<file path="src/rtl/seq_serializer.sv">
// Parallel-to-serial front end for the sequence detector: words in over valid/ready,
// bits out MSB first on x, with a one-word holding register for gapless streaming.
module seq_serializer #(
    parameter int WIDTH = 8,
    parameter int CW    = 5
) (
    input  logic             clk,
    input  logic             rst,
    input  logic [WIDTH-1:0] din,
    input  logic             din_valid,
    output logic             din_ready,
    input  logic             en,
    output logic             x,
    output logic             x_valid,
    output logic             done,
    output logic [7:0]       words
);

    localparam logic [0:0] S_IDLE  = 1'b0;
    localparam logic [0:0] S_SHIFT = 1'b1;

    logic [0:0]       r_state;
    logic [WIDTH-1:0] r_shift;
    logic [WIDTH-1:0] r_hold;
    logic [CW-1:0]    r_cnt;
    logic             r_hold_full;
    logic             r_done;
    logic [7:0]       r_words;

    logic w_xfer;
    logic w_adv;
    logic w_last;
    logic w_to_hold;

    assign w_xfer    = din_valid & ~r_hold_full;
    assign w_adv     = (r_state == S_SHIFT) & en;
    assign w_last    = w_adv & (r_cnt == CW'(WIDTH - 1));
    // A transfer on the last-bit edge bypasses the hold and feeds the shifter directly
    assign w_to_hold = w_xfer & (r_state == S_SHIFT) & ~w_last;

    always_ff @(posedge clk or negedge rst) begin
        if (!rst) begin
            r_state     <= S_IDLE;
            r_shift     <= '0;
            r_cnt       <= '0;
            r_hold_full <= 1'b0;
            r_done      <= 1'b0;
            r_words     <= 8'd0;
        end else begin
            r_done <= w_last;
            if (w_last) begin
                r_words <= r_words + 8'd1;
            end
            case (r_state)
                S_IDLE: begin
                    if (w_xfer) begin
                        r_shift <= din;
                        r_cnt   <= '0;
                        r_state <= S_SHIFT;
                    end
                end
                default: begin
                    if (w_last) begin
                        r_cnt <= '0;
                        if (r_hold_full) begin
                            r_shift     <= r_hold;
                            r_hold_full <= 1'b0;
                        end else if (w_xfer) begin
                            r_shift <= din;
                        end else begin
                            r_shift <= '0;
                            r_state <= S_IDLE;
                        end
                    end else begin
                        if (w_adv) begin
                            r_shift <= {r_shift[WIDTH-2:0], 1'b0};
                            r_cnt   <= r_cnt + CW'(1);
                        end
                        if (w_to_hold) begin
                            r_hold_full <= 1'b1;
                        end
                    end
                end
            endcase
        end
    end

    // Holding data carries no reset; r_hold_full alone says whether it is meaningful
    always_ff @(posedge clk) begin
        if (w_to_hold) begin
            r_hold <= din;
        end
    end

    assign din_ready = ~r_hold_full;
    assign x_valid   = (r_state == S_SHIFT);
    assign x         = (r_state == S_SHIFT) & r_shift[WIDTH-1];
    assign done      = r_done;
    assign words     = r_words;

endmodule

</file>
<file path="config.mk">
export PLATFORM = sky130hd
export DESIGN_NAME = seq_serializer
export DESIGN_NICKNAME = d
export VERILOG_FILES = /design/src/rtl/seq_serializer.sv
export SDC_FILE = /design/constraint.sdc
export NUM_CORES = 1
export LEC_CHECK = 0
export ABC_AREA = 1
export CORE_UTILIZATION = 57
export CTS_CLUSTER_SIZE = 24
export DETAILED_ROUTE_END_ITERATION = 8
export PLACE_DENSITY = 0.8
export SLEW_MARGIN = 10
export SYNTH_ARGS = -nofsm -noshare
export SYNTH_HDL_FRONTEND = slang
export SYNTH_SLANG_ARGS = --single-unit
</file>
<file path="constraint.sdc">
create_clock -name clk -period 5.3 [get_ports clk]
set_input_delay 1.325 -clock clk [delete_from_list [all_inputs] [get_ports clk]]
set_output_delay 1.325 -clock clk [all_outputs]
set_load 0.1 [all_outputs]
</file>
==> summary.md, run 1 <==
| Metric | Value |
|---|---|
| Status | completed |
| Drt total wl | 3194 um |
| Port-buffer cells | 23 |
| YS warnings | 0 |
| Non-filler cells, final | 247 |
| Post-DRT Antenna Nets | 0 |
| Pwr dens | 317.6 nW/um^2 |
| Routability Congestion | 0.9185 |
| Register area share after synthesis | roughly half |
| Die area | 3094 um^2 |
| Post-Syn Area | about 1600 um^2 |
| Clock-pin slew on the worst setup and hold paths | 0.09 ns |
| Clk Latency, worst-skew pair | 0.34 ns |
| Slowest cell on crit path | clkdlybuf4s50_1 |
| #FFs+latches synth | 32 |
| Worst EP required | 3.97 ns |
| Crit end category | output pin |
| CTS Buf Count | 5 |
| Initial drt markers | 43 |
| Syn Inst Count | approximately 190 |
| Crit path time final | 3.585 ns |
| Top_reg_cell synth | dfrtp_1 |
| Post-synth ARST share | 75.00% |
| R2R Setup Slk | approximately 3.5 ns |
| H-tree level count | 2 |
| Endpoints failing setup | 0 |
| # hold bufs at CTS | 0 |
| Layout net count | 229 |
| CTS tree | yes |
| DIE HEIGHT | 55.63 um |
| Area grow syn2layout | 16.56% |
| Slew Limit Fails | 0 |
| Die span in x | 55.63 um |
| Clock sink count | 32 |
| Critical path arrival | 2.26 ns |
| Critical Path Start Type | flop |
| Vias in the first global route | 1257 |
| Post-Syn Nets | 203 |
| First-pass GRT wire length | 5623 um |
| Biggest cell delay along the critical path | ~1.2 ns |
| Worst relative slew slack | 34.79% |
| Largest net degree at the start of global routing | 25 |
| Post-cts resize count | 0 |
| Final core utilization | 69.89% |
| Fmax | 278.9 MHz |
| Final WS setup | 1.715 ns |
| Setup TNS | 0 ns |
| Placed cells | 239 |
| Slew @ Worst Pin | a little under 1 ns |
| Core Region | 2734 um^2 |
| Peak supply drop | ~0.26 mV |
| Residual DRC count | 0 |
| Grt ovf | 0 |
| Vias | 1316 |
| Root buf cell | clkbuf_4 |
| Final HPWL DP | 2308 um |
| Share of cells above drive strength 1 | 9.259% |
| Dpl ws | 2.108 ns |
| Cell Chain, Critical Path | inv_1, clkdlybuf4s50_1 |
| Max clock buf depth | 2 |
| # diodes | 0 |
| Initial core utilization | 59.95% |
| Crit-path max FO | 11 |
| Synth Area per Inst | just under 9 um^2 |
| HP Class | reg -> reg |
| GRT Total Usage | between 20% and 30% |
| Antenna violations before repair | 0 |
| Fraction of the cycle the final worst path needs | 67.65% |
| Final hold vios | 0 |
| Setup repair bufs after CTS | 0 |
| Vias per Instance | 5.328 |
| Pre-Repair DR Iteration Count | 4 |
| Worst Skew | between 0.005 and 0.006 ns |
| RSZ-0062 raised after global routing | no |
| Leakage power | approximately 0.95 nW |
| Max Cap Violations | 0 |
| EDFF count, synth | 8 |
| Crit Path Class | reg -> out |
| Routed length per instance | 12.93 um |
| # rows | 19 |
| # IOs | 24 |
| Synth cell types | 23 |
-- cells by family (layout without fill, tap and decap cells) --
logic type | after synthesis | count (layout) | share of synthesized area, %
AOI/OAI and AO/OA | 24 | 24 | 7.481
and+or+nand+nor | 93 | 93 | 27.25
adders and majority gates | 2 | 2 | 1.526
DFF | 32 | 32 | 51.30
buffers and inverters | 31 | 58 | 8.702
xor gates and xnor gates | 7 | 7 | 3.741
-- power by group --
| part | switching (W) | total [W] | internal, W |
|---|---|---|---|
| Clock | 0.0000809 | 0.000132 | 0.0000509 |
| Combinational | 0.0000993 | 0.000153 | 0.0000533 |
| Sequential | 0.0000331 | 0.000322 | 0.000289 |
| Total | 0.000213 | 0.000607 | 0.000393 |
-- placed cells by master (no fill, tap or decap), drive strengths merged --
cell / synthesis / layout
xor2: 6 / 6
clkinv: 0 / 1
nand3: 22 / 22
buf: 4 / 1
nand2: 56 / 56
o31ai: 1 / 1
ha: 2 / 2
dfrtp: 24 / 24
nor3: 1 / 1
edfxtp: 8 / 8
a21oi: 9 / 9
inv: 27 / 27
o21ai: 14 / 14
clkbuf: 0 / 7
clkdlybuf4s50: 0 / 22
nor2: 14 / 14
xnor2: 1 / 1
-- flip-flops by register name (all words and copies together), names as in the netlist --
signal       flops
done             1
words            8
r_hold_full      1
x_valid          1
r_cnt            5
r_shift          8
r_hold           8
-- stage by stage --
stage               hold slack, ns   power, W  area [um^2]
finish                      0.5111  0.0006067         1911
global route                0.5524  0.0006433         1911
CTS                         0.5104  0.0006092         1916
detailed placement          0.4884  0.0004792         1867
global placement            0.4902  0.0004719         1867
floorplan                   0.4655  0.0004360         1639
-- per-layer routing --
layer / track usage (%) / vias to the layer above / wire length, um
met2: 37.69 / 39 / 1606
met5: 0 / - / 0
li1: - / 651 / -
met4: 13.57 / 0 / 87
met3: 5.349 / 8 / 149
met1: 29.95 / 618 / 1350
-- cell usage after synthesis, types with 2 or more instances --
library cell	number	share of area [%]
nand2_1	49	11
inv_1	25	5.7
dfrtp_1	24	37
nand3_1	21	6.4
o21ai_0	14	4.3
nor2_1	11	2.5
a21oi_1	9	2.7
edfxtp_1	8	15
xor2_1	6	3.2
nand2_2	4	1.5
nand2_4	3	2.1
buf_2	2	0.61
ha_1	2	1.5
inv_2	2	0.46
-- final timing paths --
kind                              end        start  cells after the start
setup / recovery            din_ready  r_hold_full                      2
hold / removal             r_shift[7]   r_shift[7]                      2
setup reg to reg            r_hold[2]     r_cnt[0]                      6
hold reg to reg            r_shift[7]   r_shift[7]                      2
max in group asynchronous  r_shift[0]          rst                      1
min in group asynchronous    r_cnt[0]          rst                      1
-- final cells by class --
class | count | area [um^2]
sequential | 32 | 840.8
tap | 31 | 38.79
multi-input combinational | 126 | 655.6
clock buffer | 7 | 45.04
clock inverter | 1 | 3.754
inverter | 27 | 101.3
fill | 216 | 823.3
timing repair buffer | 23 | 225.2
-- critical path: cells and delay by family, from the launching register on --
kind	cells	cell delay (ns)
buffers and inverters	2	1.40
DFF	1	0.53
(Power assumes the default switching activity.)
==> run 2, diff against run 1 <==
Settings changed: CORE_UTILIZATION 57 to 53, PLACE_DENSITY 0.8 to 0.75.
Clock period 5.3 ns to 3.45 ns, I/O delays scaled along.
==> summary.md, run 2 (synthesis results as in run 1) <==
| Metric | Value |
|---|---|
| Crit end category | flop |
| Setup TNS | 0 ns (unchanged) |
| RSZ-0062 raised after global routing | no |
| Final WS setup | 1.136 ns (-0.5784 ns) |
| H-tree level count | 2 (unchanged) |
| Grt ovf | 0 (unchanged) |
| Commonest non-fill, non-tap cell in the layout | nand2_1 |
| Post-cts resize count | 0 (unchanged) |
| # diodes | 0 (unchanged) |
| Vias in the first global route | 1267 (+0.80%) |
| Max Cap Violations | 0 (unchanged) |
| Die span in x | 57.61 um (+3.6%) |
| Setup repair bufs after CTS | 0 (unchanged) |
| Vias per Instance | 5.226 (-1.9%) |
| # rows | 19 (unchanged) |
| CTS Buf Count | 5 (unchanged) |
| Area grow syn2layout | 15.50% |
| Worst relative slew slack | 61.72% (+27 points) |
| Slew Limit Fails | 0 (unchanged) |
| Antenna violations before repair | 0 (unchanged) |
| Crit Reg-Reg Endpoint | r_hold[2] |
| Reg-to-reg startpoint | x_valid |
| Die area | 3319 um^2 (+7.3%) |
| # hold bufs at CTS | 0 (unchanged) |
| Layout net count | 230 (+0.44%) |
| Pwr dens | 491.9 nW/um^2 (+55%) |
| Vias | 1296 (-1.5%) |
| Root buf cell | clkbuf_4 |
| Largest net degree at the start of global routing | 25 (unchanged) |
| CTS tree | yes |
| Core Region | 2853 um^2 (+4.3%) |
| Pre-Repair DR Iteration Count | 6 (+2) |
| Worst EP required | 3.43 ns (-0.54 ns) |
| Worst Skew | 0.008055 ns (+0.002857 ns) |
| FILL cells | 247 (+14%) |
| Leakage power | 0.9732 nW (+1.9%) |
| Crit Path Class | in -> reg |
| Post-DRT Antenna Nets | 0 (unchanged) |
| Hold Startpoint | r_shift[7] |
| R2r worst-path depth | 3 (-3) |
| Endpoints failing setup | 0 (unchanged) |
| Critical path arrival | 2.29 ns (+0.03 ns) |
| Peak supply drop | 0.2803 mV (+7.4%) |
| Initial core utilization | 57.46% (-2.5 points) |
| Failing checks | design-rule violations |
| Final hold vios | 0 (unchanged) |
| Clk Latency, worst-skew pair | 0.34 ns (about the same) |
| Drt total wl | 3163 um (-0.97%) |
| Port-buffer cells | 23 (unchanged) |
| R2R Setup Slk | 1.60 ns (-1.87 ns) |
| # IOs | 24 (unchanged) |
| Crit-path max FO | 8 (-3) |
| Clock sink count | 32 (unchanged) |
| Share of cells above drive strength 1 | 14.75% (+5.5 points) |
| Max clock buf depth | 2 (unchanged) |
| Status | complete, but fails checks |
| Hold endpoint | r_shift[7] |
| Routed length per instance | 12.75 um (-1.4%) |
| Clock-pin slew on the worst setup and hold paths | 0.09 ns (about the same) |
| Most frequent cells in the layout | 49 x nand2_1, 25 x inv_1, 24 x dfrtp_1 |
| Critical Path Start Type | input pin |
| Slew @ Worst Pin | 0.5721 ns (-0.4030 ns) |
| DIE HEIGHT | 57.61 um (+3.6%) |
| Crit path time final | 2.314 ns |
| Residual DRC count | 2 (+2) |
| Dpl ws | 0.7782 ns (-1.330 ns) |
| First-pass GRT wire length | 5678 um (+0.98%) |
| Final HPWL DP | 2358 um (+2.2%) |
| Initial drt markers | 56 (+30%) |
| Fmax | 432.2 MHz |
| Fraction of the cycle the final worst path needs | between 60% and 70% |
| Routability Congestion | 0.8788 (-4.3%) |
| Total power | 0.0009312 W (+53%) |
| GRT Total Usage | 22.88% (-0.86 points) |
| Hold Path Depth | 2 (unchanged) |
| HP Class | reg -> reg |
| Final core utilization | 66.36% (-3.5 points) |
[run 2: cell count changes in the layout (fill, tap and decap cells not counted), sizes merged]
| cell | before | now |
|---|---|---|
| buf | 1 | 13 |
| clkdlybuf4s50 | 22 | 11 |
[run 2: metrics by stage]
| step | hold slack, ns | instance area (um^2) | instances |
|---|---|---|---|
| 5_1_grt | 0.5619 | 1893 | 248 |
| 3_3_place_gp | 0.4893 | 1844 | 240 |
| 2_1_floorplan | 0.4655 | 1639 | 189 |
| 3_5_place_dp | 0.5089 | 1844 | 240 |
| 4_1_cts | 0.5303 | 1893 | 248 |
| 6_report | 0.5201 | 1893 | 248 |
[run 2: layout make-up]
| class | instances | area (um^2) | share of cell area [%] |
|---|---|---|---|
| inverter | 27 | 101.3 | 5.354 |
| sequential | 32 | 840.8 | 44.41 |
| timing repair buffer | 24 | 207.7 | 10.97 |
| tap | 31 | 38.79 | 2.049 |
| multi-input combinational | 126 | 655.6 | 34.63 |
| clock inverter | 1 | 3.754 | 0.1983 |
| clock buffer | 7 | 45.04 | 2.379 |
[run 2: power breakdown]
part	internal [W]	total, W	switching (W)
sequential	0.000444	0.000496	0.0000514
clock	0.0000782	0.000199	0.000121
combinational	0.0000814	0.000236	0.000155
[run 2: worst max-delay path, cell delays in order]
cell	delay [ns]
clkdlybuf4s50_1	0.56
inv_1	0.10
nor2_4	0.19
nand2_1	0.09
nor2_1	0.48
[run 2: worst max path at each step]
stage / startpoint / endpoint / slack, ns / cells past startpoint
after detailed placement: din_valid / r_hold[3] / 0.78 / 5
after floorplan: x_valid / x / 0.69 / 3
after global placement: din_valid / r_hold[3] / 0.82 / 5
after global routing: din_valid / r_hold[0] / 0.96 / 5
after CTS: din_valid / r_hold[3] / 1.14 / 5
final: din_valid / r_hold[2] / 1.14 / 5
[run 2: per-layer routing]
metal	share of wire (%)	global-route usage (%)
met1	42	27.37
met2	50	39.37
met3	5.7	6.696
met4	1.7	8.014
met5	0	0
